==> src/rtl/gfx_clear_multi.sv <==
`default_nettype none
// ============================================================================
//  Module      : gfx_clear_multi
//  Description : Multi-plane, multi-lane clear engine for the fragment-side
//                per-pixel storage planes. Clears the full buffer or a linear
//                region LANES pixels per beat over a valid/ready port, and
//                forwards single-pixel ROP mask writes when idle.
//  Revision    : 1.0 - initial release
// ============================================================================
module gfx_clear_multi #(
   parameter int ADDR_W     = 19,
   parameter int LINEAR_RES = 307200,
   parameter int LANES      = 4,
   parameter int PLANES     = 2
) (
   input  logic              clk,
   input  logic              rst,
   input  logic              start_clear,
   input  logic [ADDR_W-1:0] clear_base,
   input  logic [ADDR_W:0]   clear_len,
   input  logic [PLANES-1:0] clear_planes,
   output logic              busy,
   output logic              done,
   input  logic [ADDR_W-1:0] rop_mask_addr,
   input  logic              rop_mask_assert,
   output logic              frag_wait,
   input  logic              frag_write_ready,
   output logic              frag_mask_write,
   output logic [ADDR_W-1:0] frag_mask_write_addr,
   output logic              frag_mask_set,
   output logic [LANES-1:0]  frag_lane_en,
   output logic [PLANES-1:0] frag_plane_en
);

   // End addresses carry two extra bits so base + length can never wrap.
   localparam int                END_W      = ADDR_W + 2;
   localparam logic [ADDR_W-1:0] LANE_MASK  = ADDR_W'(LANES - 1);
   localparam logic [ADDR_W-1:0] ALIGN_MASK = ~LANE_MASK;
   localparam logic [END_W-1:0]  RES_END    = END_W'(LINEAR_RES);
   localparam logic [END_W-1:0]  LANES_E    = END_W'(LANES);
   localparam logic [PLANES-1:0] MASK_PLANE = PLANES'(1);

   typedef enum logic [1:0] {
      ST_IDLE  = 2'd0,
      ST_CLEAR = 2'd1,
      ST_DONE  = 2'd2
   } state_t;

   state_t             state_q, state_d;
   logic               write_q, write_d;
   logic [ADDR_W-1:0]  addr_q, addr_d;
   logic               set_q, set_d;
   logic [LANES-1:0]   lane_en_q, lane_en_d;
   logic [PLANES-1:0]  plane_en_q, plane_en_d;
   logic [END_W-1:0]   end_q, end_d;

   logic               slot_free;
   logic [ADDR_W-1:0]  base_aligned;
   logic [END_W-1:0]   region_sum;
   logic [ADDR_W-1:0]  region_start;
   logic [END_W-1:0]   region_end;
   logic               region_empty;
   logic [END_W-1:0]   next_addr_ext;
   logic               last_beat;

   // Lanes of a beat starting at base that fall below the exclusive limit.
   function automatic logic [LANES-1:0] span_lanes(input logic [ADDR_W-1:0] base,
                                                   input logic [END_W-1:0]  lim);
      logic [LANES-1:0] en;
      en = '0;
      for (int i = 0; i < LANES; i++) begin
         en[i] = (({2'b00, base} + END_W'(i)) < lim);
      end
      return en;
   endfunction

   // One-hot lane select for a single pixel address.
   function automatic logic [LANES-1:0] pixel_lane(input logic [ADDR_W-1:0] a);
      logic [LANES-1:0]  en;
      logic [ADDR_W-1:0] idx;
      idx = a & LANE_MASK;
      en  = '0;
      for (int i = 0; i < LANES; i++) begin
         en[i] = (idx == ADDR_W'(i));
      end
      return en;
   endfunction

   // Region bounds for a clear request; length zero selects the whole buffer.
   always_comb begin
      base_aligned = clear_base & ALIGN_MASK;
      region_sum   = {2'b00, base_aligned} + {1'b0, clear_len};
      region_start = '0;
      region_end   = RES_END;
      if (clear_len != '0) begin
         region_start = base_aligned;
         region_end   = (region_sum > RES_END) ? RES_END : region_sum;
      end
      region_empty = ({2'b00, region_start} >= region_end) || (clear_planes == '0);
   end

   // Next-state and output-register loading for pass-through and clear beats.
   always_comb begin
      state_d    = state_q;
      write_d    = write_q;
      addr_d     = addr_q;
      set_d      = set_q;
      lane_en_d  = lane_en_q;
      plane_en_d = plane_en_q;
      end_d      = end_q;

      slot_free     = !write_q || frag_write_ready;
      next_addr_ext = {2'b00, addr_q} + LANES_E;
      last_beat     = (next_addr_ext >= end_q);

      case (state_q)
         ST_IDLE, ST_DONE: begin
            if (state_q == ST_DONE) begin
               state_d = ST_IDLE;
            end
            if (slot_free) begin
               if (!start_clear) begin
                  write_d    = rop_mask_assert;
                  addr_d     = rop_mask_addr & ALIGN_MASK;
                  lane_en_d  = pixel_lane(rop_mask_addr);
                  plane_en_d = MASK_PLANE;
                  set_d      = 1'b1;
               end else if (state_q == ST_IDLE) begin
                  end_d = region_end;
                  if (region_empty) begin
                     state_d = ST_DONE;
                     write_d = 1'b0;
                  end else begin
                     state_d    = ST_CLEAR;
                     write_d    = 1'b1;
                     addr_d     = region_start;
                     lane_en_d  = span_lanes(region_start, region_end);
                     plane_en_d = clear_planes;
                     set_d      = 1'b0;
                  end
               end else begin
                  // A request arriving during DONE waits for IDLE; nothing is loaded.
                  write_d = 1'b0;
               end
            end
         end
         ST_CLEAR: begin
            if (write_q && frag_write_ready) begin
               if (last_beat) begin
                  state_d = ST_DONE;
                  write_d = 1'b0;
               end else begin
                  addr_d    = next_addr_ext[ADDR_W-1:0];
                  lane_en_d = span_lanes(next_addr_ext[ADDR_W-1:0], end_q);
               end
            end
         end
         default: begin
            state_d = ST_IDLE;
            write_d = 1'b0;
         end
      endcase
   end

   // Upstream stall: any clear activity or a stalled beat holds the ROP.
   always_comb begin
      case (state_q)
         ST_IDLE:  frag_wait = start_clear || (write_q && !frag_write_ready);
         ST_CLEAR: frag_wait = 1'b1;
         ST_DONE:  frag_wait = start_clear;
         default:  frag_wait = 1'b1;
      endcase
   end

   // State and output registers with synchronous reset.
   always_ff @(posedge clk) begin
      if (rst) begin
         state_q    <= ST_IDLE;
         write_q    <= 1'b0;
         addr_q     <= '0;
         set_q      <= 1'b1;
         lane_en_q  <= '0;
         plane_en_q <= '0;
         end_q      <= '0;
      end else begin
         state_q    <= state_d;
         write_q    <= write_d;
         addr_q     <= addr_d;
         set_q      <= set_d;
         lane_en_q  <= lane_en_d;
         plane_en_q <= plane_en_d;
         end_q      <= end_d;
      end
   end

   assign busy                 = (state_q == ST_CLEAR);
   assign done                 = (state_q == ST_DONE);
   assign frag_mask_write      = write_q;
   assign frag_mask_write_addr = addr_q;
   assign frag_mask_set        = set_q;
   assign frag_lane_en         = lane_en_q;
   assign frag_plane_en        = plane_en_q;

endmodule
`default_nettype wire

==> config.mk <==
export PLATFORM = sky130hd
export DESIGN_NAME = gfx_clear_multi
export DESIGN_NICKNAME = d
export VERILOG_FILES = /design/src/rtl/gfx_clear_multi.sv
export SDC_FILE = /design/constraint.sdc
export NUM_CORES = 1
export LEC_CHECK = 0
export ABC_AREA = 0
export BUFFER_PORTS_ARGS = -buffer_cell sky130_fd_sc_hd__buf_2
export CORE_AREA = 2 2 124 126
export CTS_BUF_LIST = sky130_fd_sc_hd__clkbuf_16
export DETAILED_ROUTE_END_ITERATION = 10
export DIE_AREA = 0 0 126 128
export MAX_ROUTING_LAYER = met4
export PLACE_DENSITY_LB_ADDON = 0.2
export SYNTH_ARGS = -nofsm -noshare
export SYNTH_HDL_FRONTEND = slang
export SYNTH_SLANG_ARGS = --single-unit
==> constraint.sdc <==
create_clock -name clk -period 13.7 [get_ports clk]
set_clock_uncertainty 0.1 [all_clocks]
set_input_delay 1.37 -clock clk [delete_from_list [all_inputs] [get_ports clk]]
set_output_delay 1.37 -clock clk [all_outputs]
set_load 0.01 [all_outputs]
Word level (Yosys, flattened, before mapping)
Cells that the tools add are included.
- add/sub/neg operators: 8
- order comparisons: 11
- eq/ne operators: 13
- multiplexer cells: 39
- reductions and logical operators: 18
- operators by type and width (cell ; count):
    two-way mux 19 bit ; 7
    < comparator 20 x 21 -> 1 bit ; 6
    adder 19 x 2 -> 20 bit (second input constant) ; 4
    < comparator 19 x 21 -> 1 bit ; 2
    two-way mux 21 bit ; 2
    adder 19 x 1 -> 20 bit (second input constant) ; 2
    one-hot mux 19 bit (2 select lines) ; 1
    two-way mux 4 bit ; 6
    adder 19 x 20 -> 21 bit ; 1
    greater-or-equal comparator 19 x 21 -> 1 bit ; 1
    greater-or-equal comparator 20 x 21 -> 1 bit ; 1
    greater-than comparator 21 x 19 -> 1 bit (second input constant) ; 1
    adder 19 x 3 -> 20 bit (second input constant) ; 1
    two-way mux 2 bit ; 10
    nonzero test 20 bit ; 1
    logical NOT 19 bit ; 1
    two-way mux 1 bit ; 9
    one-hot mux 4 bit (2 select lines) ; 1
    AND reduction 4 bit ; 2
    equality test 2 bit (second input constant) ; 3
    inequality test 2 x 1 -> 1 bit (second input constant) ; 3
    inequality test 2 bit (second input constant) ; 3
    inequality test 3 bit (second input constant) ; 2
    AND reduction 6 bit ; 1
    11 further kinds ; 18
- register bits: 50
- bits of input ports: 65
- output and inout port bits: 30
- word-level logic and storage cells: 96

Longest topological paths before layout
- word-level depth: 11
- mapped depth: 27
- gate-level depth less buffers: 23

Worst setup path after synthesis
OpenSTA, ideal clock, no wires.
- path kind: in2reg
- start: input clear_base[2]
- end: register addr_q[10] (netlist: frag_mask_write_addr[10])
- arrival time: 6.808 ns
- path slack: 6.665 ns
- cell stages on the path: 26
- path through: ha_1 > fa_1 > xor2_1 > or4b_1 > a2111oi_0 > nor4bb_1 > nor4bb_1 > o21ai_2 > and3_1 > clkbuf_1 > clkbuf_1 > nand2_1 > ha_1 > a211oi_1 > nor2_1 > o21a_1 > o21ai_0 > a21oi_1 > nor4_1 > o21ai_0 > or3_1 > o21bai_1 > buf_2 > buf_4 > mux2i_1 > nor2_1
- word-level cells in the longest chain between the ends: 8
- elaborated cells on any way between the ends: 9
- those cells by class: 1 x add/sub; 2 x order compare; 1 x eq/ne; 3 x mux; 2 x reduce/logical
- ends and longest elaborated chain (what ; RTL line ; text):
    start: declaration ; 19 ; input logic [ADDR_W-1:0] clear_base,
    adder 19 x 20 -> 21 bit ; 92 ; region_sum = {2'b00, base_aligned} + {1'b0, clear_len};
    greater-than comparator 21 x 19 -> 1 bit ; 97 ; region_end = (region_sum > RES_END) ? RES_END : region_sum;
    two-way mux 21 bit ; 97 ;
    two-way mux 21 bit ; 95 ; if (clear_len != '0) begin
    greater-or-equal comparator 19 x 21 -> 1 bit (*) ; 99 ; region_empty = ({2'b00, region_start} >= region_end) || (clear_planes == '0);
    logical OR 1 bit (*) ; 99 ;
    inequality test 3 bit (no source line) (*) ; n/a ;
    AND reduction 6 bit (no source line) (*) ; n/a ;
    end signal: assignment ; 188 ; addr_q <= addr_d;
    end: declaration ; 51 ; logic [ADDR_W-1:0] addr_q, addr_d;
Mark *: on every way between the ends. The rest lies on a longest branch, timed or not.
A chain may end at the register's enable or synchronous reset.

Worst setup path in the final report
- start: input clear_base[2]
- end: register lane_en_q[2] (netlist: frag_lane_en[2])
- word-level cells in the longest chain between the ends: 10
- elaborated cells on any way between the ends: 16
- those cells by class: 2 x add/sub; 3 x order compare; 1 x eq/ne; 8 x mux; 2 x reduce/logical
- ends and longest elaborated chain (what ; RTL line ; text):
    adder 19 x 20 -> 21 bit ; 92 ;
    greater-than comparator 21 x 19 -> 1 bit ; 97 ;
    two-way mux 21 bit ; 97 ;
    two-way mux 21 bit ; 95 ;
    < comparator 20 x 21 -> 1 bit ; 72 ; en[i] = (({2'b00, base} + END_W'(i)) < lim);
    two-way mux 4 bit ; 130 ; if (region_empty) begin
    two-way mux 4 bit ; 128 ; end else if (state_q == ST_IDLE) begin
    two-way mux 4 bit ; 122 ; if (!start_clear) begin
    two-way mux 4 bit ; 121 ; if (slot_free) begin
    one-hot mux 4 bit (2 select lines) ; 116 ; case (state_q)
    end signal: assignment ; 190 ; lane_en_q <= lane_en_d;
    end: declaration ; 53 ; logic [LANES-1:0] lane_en_q, lane_en_d;
Several ways; a longest one is shown, not always the timed one. The select of a mux whose other input is x is not followed.

==> qor.yml <==
status: "finished, final reports clean"
p_per_area_nw_per_um2: 108.6
wl_microns: 16550
cp_max_fo: 27
preCtsSetupSlack_ns: 5.025
fin_nets: 971
ant_nets: 0
rsz0062_at_grt: "no"
cts_setup_buffers: 0
start_util: 0.3828
grt-ovfl-total: 0
clock.fmax_mhz: 119.1
critPathKind: "input pin to register"
initialDrtViolationCount: 292
num_rows: 45
cts_root_buf: "clkbuf_16"
cp-start-kind: "input pin"
yosysUniqueCellTypes: 61
clk_latency_ns: 0.29
wl_per_cell_microns: 16.42
grt_max_degree: 41
p_sw_mw: 0.2956
syn_area_sq_um: 5690
cts_tree: "done"
synthArstFlopShare: 0
worstMarginPinSlew_ns: 0.8483
core_area_sq_um: 14860
setup_ws_ns: 5.301
fill_cells: 1631
p_comb_frac: 0.526
p_leak_nw: 2.942
swShare: 0.4235
cp_cell_sequence: "buf_2 > ha_1 > fa_1 > xor2_1 > or4b_1 > a2111oi_0 > nor4bb_1 > nor4bb_1 > o21ai_2 > and3_1 > nand2_1 > ha_1 > a211oi_1 > nor2_1 > o21a_1 > o21ai_0 > a21oi_1 > nor4_1 > o21ai_0 > or3_1 > o21bai_2 > buf_4 > o211ai_1 > o211a_1"
grt.total_usage: 0.2105
hpwl_microns: 13440
synth_enable_flop_cells: 0
fp.dieW_microns: 126
die_y_microns: 128
grt_pass1_vias: 5328
hp-class: "register to register"
io_pins: 95
antennaDiodeCount: 0
num_vias: 5498
maxSlewHeadroom: 0.4345
design_area_sq_um: 6427
timing.setup.tns_ns: 0
finalSetupViolations: 0
dieArea_sq_um: 16130
antenna_found_initial: 0
ys_warn_count: 0
ys_seq_elements: 48
ff_latch_area_sq_um: 960.9
first_pass_iters: 4
place_area_sq_um: 6260
multiInputGateArea_sq_um: 4452
p_int_mw: 0.4024
critPathRequiredTime_ns: 13.79
hold_slack_ns: 0.3564
finalHoldViolCount: 0
seqPwrFrac: 0.266
vdd_ir_drop_max_v: 0.00004276
io_buffers: 90
drc: 0
numCtsBuffers: 5
cts_sinks: 48
grt_pass1_wl_microns: 26680
post_drt_via_cell_ratio: 5.454
postCtsHoldBufs: 0
p_clk_frac: 0.208
maxCapViolCount: 0
yosysSeqAreaShare: 0.1689
ctsResizeCount: 0
clk_path_buf_depth: 2
cts_max_level: 2
critPathMaxStageDelay_ns: 0.74
endpoint_kind: "register"
cp_slowest_cell: "and3_1"
synth-main-ff-cell: "dfxtp_1"
drv_slew: 0
syn_to_final_growth_pct: 12.95
clk_pin_slew_ns: 0.07
gp_congestion: 0.8849
syn_inst: 754
worstPathArrival_ns: 8.49
synth_area_per_cell_sq_um: 7.547
drive_gt1_frac: 0.1329
layout_min_cycle_time_ns: 8.399
timing.final.crit_share: 0.6131
-- path summary, 6_finish.rpt --
path | from | end | slack, ns | cells after the start
max | clear_base[2] | frag_lane_en[2]$_SDFFE_PP0P_ | 5.30 | 24
min | end_q[4]$_SDFFE_PP0P_ | end_q[4]$_SDFFE_PP0P_ | 0.36 | 2
max reg2reg | frag_mask_write_addr[4]$_SDFFE_PP0P_ | frag_lane_en[2]$_SDFFE_PP0P_ | 8.58 | 18
min reg2reg | end_q[4]$_SDFFE_PP0P_ | end_q[4]$_SDFFE_PP0P_ | 0.36 | 2
-- critical path, delay by kind of cell --
| kind | cells | cell delay (ns) |
|---|---|---|
| adders and majority gates | 3 | 1.00 |
| xor gates and xnor gates | 1 | 0.23 |
| AOI/OAI and AO/OA | 10 | 2.25 |
| and+or+nand+nor | 8 | 3.12 |
| buffers and inverters | 2 | 0.50 |
-- power groups by stage --
stage,clock network [mW],registers [mW],logic [mW]
detailed placement,0,0.189,0.364
floorplan,0,0.183,0.270
global route,0.155,0.189,0.414
global placement,0,0.188,0.364
CTS,0.149,0.186,0.366
finish,0.145,0.186,0.367
-- per-layer routing --
metal	GRT usage	routed length, microns	vias up
met5	-	0	-
met4	0.04008	198	0
met3	0.01503	508	15
met2	0.3529	7625	116
met1	0.2825	8215	2510
li1	-	-	2857
-- synthesized netlist by cell type, types with 4 or more instances --
cell	n	area [sq um]
o21ai_0	48	240.2
and2_1	23	143.9
or3_1	6	37.54
o21a_1	7	52.55
nand3_1	32	160.2
a211oi_1	15	112.6
a21o_1	22	165.2
nor4_1	6	37.54
o211a_1	4	40.04
a21oi_1	53	265.3
nor2_1	53	198.9
o211ai_1	7	52.55
o21bai_1	4	30.03
a221oi_1	4	35.03
clkbuf_1	30	112.6
nor3_1	10	50.05
inv_1	35	131.4
mux2i_1	28	280.3
nor2b_1	12	75.07
ha_1	86	1076
and3_1	11	68.82
xnor2_1	31	271.5
dfxtp_1	48	960.9
nand4_1	13	81.33
nand2_1	80	300.3
xor2_1	19	166.4
-- flip-flops by register name (all words and copies together), names as in the netlist --
| register | cells |
|---|---|
| end_q | 21 |
| frag_mask_write_addr | 17 |
| frag_lane_en | 4 |
| frag_plane_en | 2 |
| state_q | 2 |
| frag_mask_set | 1 |
| frag_mask_write | 1 |
-- cells in the final DEF, fill, tap and decap left out, types with 10 or more instances in the layout --
master / synthesis / layout
xor2_1: 19 / 19
nand4_1: 13 / 13
nand3_1: 32 / 32
and3_1: 11 / 11
buf_2: 3 / 90
nand2_1: 80 / 80
dfxtp_1: 48 / 48
a21o_1: 22 / 22
mux2i_1: 28 / 28
ha_1: 86 / 86
xnor2_1: 31 / 31
and2_1: 23 / 23
o21ai_0: 48 / 48
a21oi_1: 53 / 53
nor3_1: 10 / 10
a211oi_1: 15 / 15
nor2b_1: 12 / 12
inv_1: 35 / 35
nor2_1: 53 / 53
-- kinds of logic (layout without fill, tap and decap cells) --
family / count (synthesis) / count (layout) / share of synthesized area
AO/OA/AOI/OAI: 203 / 203 / 0.2326
adder cells (fa/ha/maj): 87 / 87 / 0.1926
other: 1 / 4 / 0.0006590
XOR/XNOR: 50 / 50 / 0.07696
flip-flops: 48 / 48 / 0.1689
AND/OR/NAND/NOR: 261 / 261 / 0.2236
multiplexers: 30 / 30 / 0.05321
buffers and inverters: 74 / 137 / 0.05145
-- cell type report --
cell class              instances  area share
inverters                      35     0.02044
clock inverters                 3    0.006619
clock buffers                   5     0.01947
multi-input cells             635      0.6926
repair buffers                 94     0.07475
well taps                     188     0.03660
flip-flops and latches         48      0.1495
-- stage by stage --
step | std cells | total power [mW] | utilization
5_1_grt | 1008 | 0.7581 | 0.4324
3_5_place_dp | 1000 | 0.5525 | 0.4211
3_3_place_gp | 1000 | 0.5519 | 0.4211
6_report | 1008 | 0.6980 | 0.4324
2_1_floorplan | 757 | 0.4536 | -
4_1_cts | 1008 | 0.7005 | 0.4324
Note: power is estimated with default switching activity, not from simulation.
